## src/rtl/fft_8p_pkg.sv

```systemverilog
// Shared definitions for the 8-point FFT datapath blocks.
//   N_POINTS / LOG2_N  : frame size and index width
//   DEF_WIDTH          : default real/imag sample width (two's complement)
//   DEF_Q_LENGTH       : default number of fractional bits (Q16.16)
//   bitrev3()          : 3-bit bit reversal, the DIT input ordering
package fft_8p_pkg;

    localparam int N_POINTS     = 8;
    localparam int LOG2_N       = 3;
    localparam int DEF_WIDTH    = 32;
    localparam int DEF_Q_LENGTH = 16;

    function automatic logic [LOG2_N-1:0] bitrev3(input logic [LOG2_N-1:0] idx);
        return {idx[0], idx[1], idx[2]};
    endfunction

endpackage

```

## src/rtl/fft_8p_frame_buffer_if.sv

```systemverilog
// Serial sample stream into the FFT frame buffer.
//   s_valid : sample valid (driven by the producer)
//   s_ready : buffer can take a sample this cycle (driven by the buffer)
//   s_real  : sample real part
//   s_img   : sample imaginary part
//   s_last  : marks the 8th sample of a frame
// Handshake: a sample transfers on every rising clk edge where s_valid and
// s_ready are both high. While s_valid is high and s_ready is low the
// producer holds s_real/s_img/s_last unchanged; s_ready may depend
// combinationally on buffer state but never on s_valid.
interface fft_8p_frame_buffer_if
    import fft_8p_pkg::*;
#(
    parameter int WIDTH = DEF_WIDTH
);
    logic             s_valid;
    logic             s_ready;
    logic [WIDTH-1:0] s_real;
    logic [WIDTH-1:0] s_img;
    logic             s_last;

    modport master (
        output s_valid,
        output s_real,
        output s_img,
        output s_last,
        input  s_ready
    );

    modport slave (
        input  s_valid,
        input  s_real,
        input  s_img,
        input  s_last,
        output s_ready
    );
endinterface

```

## src/rtl/fft_8p_frame_bank.sv

```systemverilog
// One frame bank: 8 lanes of (real, img) registers plus a full flag.
//   clk, reset          : clock, synchronous active-high reset (clears data and flag)
//   wr_en, wr_lane      : write one lane this cycle
//   wr_real, wr_img     : lane write data
//   set_full, clr_full  : mark the bank complete / released (set wins)
//   full                : bank holds a complete frame
//   lanes_real/img      : all lanes packed, lane k at [k*WIDTH +: WIDTH]
module fft_8p_frame_bank
    import fft_8p_pkg::*;
#(
    parameter int WIDTH = DEF_WIDTH
) (
    input  logic                      clk,
    input  logic                      reset,
    input  logic                      wr_en,
    input  logic [LOG2_N-1:0]         wr_lane,
    input  logic [WIDTH-1:0]          wr_real,
    input  logic [WIDTH-1:0]          wr_img,
    input  logic                      set_full,
    input  logic                      clr_full,
    output logic                      full,
    output logic [N_POINTS*WIDTH-1:0] lanes_real,
    output logic [N_POINTS*WIDTH-1:0] lanes_img
);

    logic [WIDTH-1:0] mem_real [N_POINTS];
    logic [WIDTH-1:0] mem_img  [N_POINTS];

    always_ff @(posedge clk) begin
        if (reset) begin
            for (int k = 0; k < N_POINTS; k++) begin
                mem_real[k] <= '0;
                mem_img[k]  <= '0;
            end
            full <= 1'b0;
        end else begin
            if (wr_en) begin
                mem_real[wr_lane] <= wr_real;
                mem_img[wr_lane]  <= wr_img;
            end
            // set and clear never target the same bank in one cycle: the
            // writer only fills an empty bank, the reader only frees a full one.
            if (set_full) begin
                full <= 1'b1;
            end else if (clr_full) begin
                full <= 1'b0;
            end
        end
    end

    always_comb begin
        lanes_real = '0;
        lanes_img  = '0;
        for (int k = 0; k < N_POINTS; k++) begin
            lanes_real[k*WIDTH +: WIDTH] = mem_real[k];
            lanes_img[k*WIDTH +: WIDTH]  = mem_img[k];
        end
    end

endmodule

```

## src/rtl/fft_8p_frame_buffer.sv

```systemverilog
// Ping-pong frame buffer in front of the 8-point FFT core. Collects serial
// samples into 8-lane frames and presents each complete frame in parallel,
// held until the consumer takes it.
//   clk, reset          : clock, synchronous active-high reset
//   s (slave modport)   : serial sample stream (s_valid/s_ready/s_real/s_img/s_last)
//   x_real, x_img       : frame lanes, lane k at [k*WIDTH +: WIDTH] -> xk
//   frame_valid         : x_real/x_img hold a complete frame
//   frame_ready         : consumer takes the frame on this edge
//   err_short           : pulse in the cycle s_last is accepted before index 7
//   err_long            : pulse in the cycle index 7 is accepted without s_last
module fft_8p_frame_buffer
    import fft_8p_pkg::*;
#(
    parameter int WIDTH       = DEF_WIDTH,
    parameter int Q_LENGTH    = DEF_Q_LENGTH,
    parameter bit BIT_REVERSE = 1'b0
) (
    input  logic                      clk,
    input  logic                      reset,
    fft_8p_frame_buffer_if.slave      s,
    output logic [N_POINTS*WIDTH-1:0] x_real,
    output logic [N_POINTS*WIDTH-1:0] x_img,
    output logic                      frame_valid,
    input  logic                      frame_ready,
    output logic                      err_short,
    output logic                      err_long
);

    // Q_LENGTH only documents the number format; data passes through untouched.
    if (Q_LENGTH < 0 || Q_LENGTH > WIDTH) begin : g_bad_q_length
        $error("fft_8p_frame_buffer: Q_LENGTH out of range for WIDTH");
    end

    logic [LOG2_N-1:0]         wr_idx;
    logic [LOG2_N-1:0]         wr_lane;
    logic                      wr_bank;
    logic                      rd_bank;
    logic                      accept;
    logic                      last_slot;
    logic                      release_frame;
    logic [1:0]                full;
    logic [1:0]                bank_wr_en;
    logic [1:0]                bank_set_full;
    logic [1:0]                bank_clr_full;
    logic [N_POINTS*WIDTH-1:0] bank_real [2];
    logic [N_POINTS*WIDTH-1:0] bank_img  [2];

    // s_ready and frame_valid are forced low during reset so nothing stale
    // leaks out before the synchronous clear has taken effect.
    assign s.s_ready   = !reset && !full[wr_bank];
    assign frame_valid = !reset && full[rd_bank];
    assign x_real      = reset ? '0 : bank_real[rd_bank];
    assign x_img       = reset ? '0 : bank_img[rd_bank];

    always_comb begin
        accept        = s.s_valid && s.s_ready;
        last_slot     = (wr_idx == LOG2_N'(N_POINTS - 1));
        release_frame = frame_valid && frame_ready;
        wr_lane       = BIT_REVERSE ? bitrev3(wr_idx) : wr_idx;

        bank_wr_en    = {accept && wr_bank, accept && !wr_bank};
        bank_set_full = bank_wr_en & {2{last_slot}};
        bank_clr_full = {release_frame && rd_bank, release_frame && !rd_bank};

        err_short     = accept && !last_slot && s.s_last;
        err_long      = accept && last_slot && !s.s_last;
    end

    always_ff @(posedge clk) begin
        if (reset) begin
            wr_idx  <= '0;
            wr_bank <= 1'b0;
            rd_bank <= 1'b0;
        end else begin
            if (accept) begin
                // A short frame restarts at lane 0 of the same bank; its
                // stale lanes are simply overwritten by the next frame.
                if (last_slot || s.s_last) begin
                    wr_idx <= '0;
                end else begin
                    wr_idx <= wr_idx + 1'b1;
                end
                if (last_slot) begin
                    wr_bank <= !wr_bank;
                end
            end
            if (release_frame) begin
                rd_bank <= !rd_bank;
            end
        end
    end

    for (genvar b = 0; b < 2; b++) begin : g_bank
        fft_8p_frame_bank #(
            .WIDTH (WIDTH)
        ) u_bank (
            .clk        (clk),
            .reset      (reset),
            .wr_en      (bank_wr_en[b]),
            .wr_lane    (wr_lane),
            .wr_real    (s.s_real),
            .wr_img     (s.s_img),
            .set_full   (bank_set_full[b]),
            .clr_full   (bank_clr_full[b]),
            .full       (full[b]),
            .lanes_real (bank_real[b]),
            .lanes_img  (bank_img[b])
        );
    end

endmodule

```

## src/flat_wrapper.sv

```systemverilog
// flat-port wrapper written by rule: the top's interface ports become plain ports
module fft_8p_frame_buffer_flat import fft_8p_pkg::*;
#(
    parameter int WIDTH       = DEF_WIDTH,
    parameter int Q_LENGTH    = DEF_Q_LENGTH,
    parameter bit BIT_REVERSE = 1'b0
)
  (clk, reset, x_real, x_img, frame_valid, frame_ready, err_short, err_long, s_s_valid, s_s_real, s_s_img, s_s_last, s_s_ready);
  fft_8p_frame_buffer_if #(.WIDTH(WIDTH)) s_i ();
  input  logic clk;
  input  logic reset;
  output logic [N_POINTS*WIDTH-1:0] x_real;
  output logic [N_POINTS*WIDTH-1:0] x_img;
  output logic frame_valid;
  input  logic frame_ready;
  output logic err_short;
  output logic err_long;
  input wire logic [$bits(s_i.s_valid)-1:0] s_s_valid;
  input wire logic [$bits(s_i.s_real)-1:0] s_s_real;
  input wire logic [$bits(s_i.s_img)-1:0] s_s_img;
  input wire logic [$bits(s_i.s_last)-1:0] s_s_last;
  output wire logic [$bits(s_i.s_ready)-1:0] s_s_ready;
  assign s_i.s_valid = s_s_valid;
  assign s_i.s_real = s_s_real;
  assign s_i.s_img = s_s_img;
  assign s_i.s_last = s_s_last;
  assign s_s_ready = s_i.s_ready;
  fft_8p_frame_buffer #(.WIDTH(WIDTH), .Q_LENGTH(Q_LENGTH), .BIT_REVERSE(BIT_REVERSE)) u_core (.clk(clk), .reset(reset), .s(s_i), .x_real(x_real), .x_img(x_img), .frame_valid(frame_valid), .frame_ready(frame_ready), .err_short(err_short), .err_long(err_long));
endmodule
```

## config.mk

```make
export PLATFORM = sky130hd
export DESIGN_NAME = fft_8p_frame_buffer_flat
export DESIGN_NICKNAME = d
export VERILOG_FILES = /design/src/rtl/fft_8p_pkg.sv /design/src/rtl/fft_8p_frame_buffer_if.sv /design/src/rtl/fft_8p_frame_bank.sv /design/src/rtl/fft_8p_frame_buffer.sv /design/src/flat_wrapper.sv
export SDC_FILE = /design/constraint.sdc
export NUM_CORES = 2
export LEC_CHECK = 0
export ABC_AREA = 1
export CORE_MARGIN = 3
export CORE_UTILIZATION = 51
export DETAILED_ROUTE_END_ITERATION = 10
export DONT_BUFFER_PORTS = 1
export PLACE_DENSITY_LB_ADDON = 0.25
export SYNTH_ARGS = -nofsm -noshare
export SYNTH_HDL_FRONTEND = slang
export SYNTH_SLANG_ARGS = --single-unit
```

## constraint.sdc

```tcl
create_clock -name clk -period 3.9 [get_ports clk]
set_input_delay 0.975 -clock clk [delete_from_list [all_inputs] [get_ports clk]]
set_output_delay 0.975 -clock clk [all_outputs]
set_load 0.005 [all_outputs]
```

==> results.txt <==
----------------------------------------------------
[Finish]
  Summed area of non-filler cells in the final layout ... 47900 sq um
  Most common cell after layout, fill and taps aside ... sky130_fd_sc_hd__nor2_1
  Share of final-layout standard cells stronger than drive strength 1 ... 6.85%
  Synth-to-Final Area Change ... 9.07%
  # nets final ... 3996
  Most frequent cells in the layout ... 2027 x sky130_fd_sc_hd__nor2_1, 1024 x sky130_fd_sc_hd__edfxtp_1, 514 x sky130_fd_sc_hd__o21ai_0

[CTS]
  Resized cells post-CTS ... 1
  Number of post-CTS setup repair buffers ... 0
  Clock Root Buffer ... sky130_fd_sc_hd__clkbuf_16
  Hold-fix buffer count after cts ... 0
  CTS tree ... built
  Number of buffers created by CTS ... 107
  Total clock sinks ... 1031
  Insertion delay of the later-clocked pin in the worst-skew pair ... 670 ps
  CTS clk-pin slew, worst paths ... 60 ps
  Clock Path Buffers ... 3
  # H-tree levels ... 3

[Floorplan]
  Die outline area ... 89700 sq um
  Initial cell density of the core ... 52.0%
  Number of I/O pins ... 585
  Die height ... 299 um
  Total number of placement rows ... 106
  Core outline area ... 84500 sq um
  X dimension of the die ... 299 um

[STA]
  Endpoints failing hold ... 0
  # setup viols final ... 0
  Max Transition Viols Final ... 0
  F_max ... 263 MHz
  Final worst path period need ... 3800 ps
  Tightest Pin Transition ... 1180 ps
  Setup repair after global routing missed its margin ... no
  Setup TNS ... 0 ps
  Share of the clock period used by the worst path ... 97.5%
  Worst clock skew ... 41.9 ps
  Max_slew headroom ... 21.0%

[Setup path]
  CP Data Arrival Time ... 2830 ps
  Type of origin of the critical path ... flop
  Crit path required time ... 2920 ps
  Maximum fanout count along the critical path ... 192
  Type of the worst setup path ... reg -> out
  Count of cells along the worst register-to-register path ... 7
  Worst reg2reg path startpoint ... u_core.wr_bank$_SDFFE_PP0P_
  Worst setup EP type ... primary output
  Crit Reg-Reg Endpoint ... u_core.g_bank[0].u_bank.mem_real[1][16]$_SDFFCE_PN0P_
  Setup slack of the worst register-to-register path ... 1370 ps

[Synth]
  Leading post-synthesis cells by cell area ... sky130_fd_sc_hd__edfxtp_1 70%, sky130_fd_sc_hd__nor2_1 17%, sky130_fd_sc_hd__o21ai_0 5.9%, sky130_fd_sc_hd__buf_6 2.1%, sky130_fd_sc_hd__clkbuf_1 1.7%
  Number of unique standard cell types used by synthesis ... 21
  Warnings, synthesis ... 0
  Synth Cell Area ... 43900 sq um
  Yosys top cell area share ... 70.0%
  Synth Net Count ... 4169
  Largest area contributor in the synthesized netlist ... sky130_fd_sc_hd__edfxtp_1
  Avg Cell Area, Syn ... 10.7 sq um
  Sequential cell area fraction in the yosys report ... 70.3%
  Cells after Synth ... 4098
  Register bit total from synthesis ... 1031

[Power and ir drop]
  Total power per unit cell area ... 494 nW/um^2
  Peak supply drop ... 0.453 mV
  Standby leakage power ... 19.6 nW

[Status]
  Result of the run ... finished clean

[Route]
  Met1 wire length ... 49.5 mm
  Length of routed met3 wiring ... 15.0 mm
  Number of nets with antenna violations after detailed routing ... 0
  Vias ... 29900
  Detailed-route wire length per cell ... 26.2 um
  Starting DRT DRC Count ... 3717
  Drc violations ... 0
  Via/cell ratio ... 5.81
  Wire length on met2 ... 65.4 mm
  Iteration count of the initial detailed-routing pass ... 6
  Wire length after detailed routing ... 135 mm
  Top layer reached by signal wires ... met4

[Global routing]
  Number of antenna violations at the first check in global routing ... 1
  Total routing resource utilization after global routing ... 29.3%
  First-pass GRT wire length ... 194 mm
  Number of global-route vias before repair ... 27600
  Largest net degree at the start of global routing ... 193
  Leftover overflow at the end of global routing ... 0

[Placed design]
  Cell area reported after detailed placement ... 44500 sq um
  Port-buffer cells ... 0
  Detailed-placement wirelength estimate ... 79.5 mm
  Routability-driven placement congestion ratio ... 0.826

[Hold path]
  Type of the worst min-delay path ... in -> reg
  Critical hold path startpoint ... reset
  Number of cells traversed by the worst hold path ... 1
  Terminating pin of the worst hold path ... u_core.g_bank[1].u_bank.full$_SDFFE_PP0P_

[Job]
  Max-capacitance violation count ... 0

----------------------------------------------------
==> flip-flops by register name, indices dropped and copies added (netlist names) <==
name and cells:
u_core.g_bank.u_bank.mem_img 512, u_core.g_bank.u_bank.mem_real 512, u_core.wr_idx 3, u_core.wr_bank 1, u_core.g_bank.u_bank.full 2, u_core.rd_bank 1
==> power by group <==
group          switching (mW)  internal (mW)
registers               0.120           12.6
logic                   0.988          0.190
clock network            4.29           5.47
total                    5.40           18.3
==> synthesized netlist by cell type <==
library cell and n:
sky130_fd_sc_hd__a21oi_1 4, sky130_fd_sc_hd__nor2_2 30, sky130_fd_sc_hd__nand4_1 2, sky130_fd_sc_hd__ha_1 2, sky130_fd_sc_hd__dfxtp_1 7, sky130_fd_sc_hd__clkbuf_1 201, sky130_fd_sc_hd__nor2_4 3, sky130_fd_sc_hd__o31ai_1 2
sky130_fd_sc_hd__clkinv_2 1, sky130_fd_sc_hd__inv_1 74, sky130_fd_sc_hd__nand2_4 1, sky130_fd_sc_hd__edfxtp_1 1024, sky130_fd_sc_hd__nor2_1 2027, sky130_fd_sc_hd__nand2_1 48, sky130_fd_sc_hd__buf_6 80, sky130_fd_sc_hd__nand3_1 2
sky130_fd_sc_hd__buf_2 50, sky130_fd_sc_hd__nor3_1 8, sky130_fd_sc_hd__buf_1 2, sky130_fd_sc_hd__buf_4 16, sky130_fd_sc_hd__o21ai_0 514
==> final cells by class <==
cell class | count | area, sq um
Inverter | 75 | 305
Sequential cell | 1031 | 30900
Timing Repair Buffer | 67 | 998
Fill cell | 7045 | 36600
Multi-Input combinational cell | 2643 | 11000
Clock inverter | 63 | 544
Tap cell | 1134 | 1420
Clock buffer | 135 | 2780
Antenna cell | 2 | 5.00
==> worst max-delay path by stage <==
stage	startpoint	endpoint	slack, ps	cells after the start
3_5_place_dp	reset	x_img[223]	340	6
2_1_floorplan	reset	u_core.g_bank[1].u_bank.mem_img[0][0]$_SDFFCE_PN0P_	5	10
5_1_grt	u_core.rd_bank$_SDFFE_PP0P_	x_img[222]	8	4
3_3_place_gp	reset	x_img[223]	260	6
4_1_cts	u_core.rd_bank$_SDFFE_PP0P_	x_img[222]	150	4
6_report	u_core.rd_bank$_SDFFE_PP0P_	x_img[222]	100	3
==> logic make-up after synthesis <==
logic type      synth area share, %
buf+inv                        5.27
fa+ha+maj                    0.0570
simple gates                   18.4
compound gates                 5.94
flops                          70.3
==> metal layers <==
metal  vias to the layer above  track usage [%]
met2                      1717             47.6
met1                     14700             38.7
met5                         -                0
met3                       226             6.80
met4                         0             11.3
li1                      13200                -
==> critical path, cell delays in order, from the launching register on <==
cell and delay, ps:
sky130_fd_sc_hd__dfxtp_4 660, sky130_fd_sc_hd__buf_12 540, sky130_fd_sc_hd__o21ai_0 200, sky130_fd_sc_hd__nor2_1 480
==> stage by stage <==
stage | utilization [%] | cells | worst slack (ps) | hold slack, ps | total power, mW
2_1_floorplan | - | 4098 | 5.34 | 448 | 13.6
3_3_place_gp | 52.7 | 4949 | 264 | 454 | 14.1
3_5_place_dp | 52.7 | 4949 | 344 | 466 | 14.1
4_1_cts | 56.7 | 5148 | 150 | 324 | 23.8
5_1_grt | 56.7 | 5149 | 8.25 | 342 | 24.3
6_report | 56.7 | 5150 | 99.0 | 375 | 23.7
No activity file was read; power rests on OpenSTA's default activity.
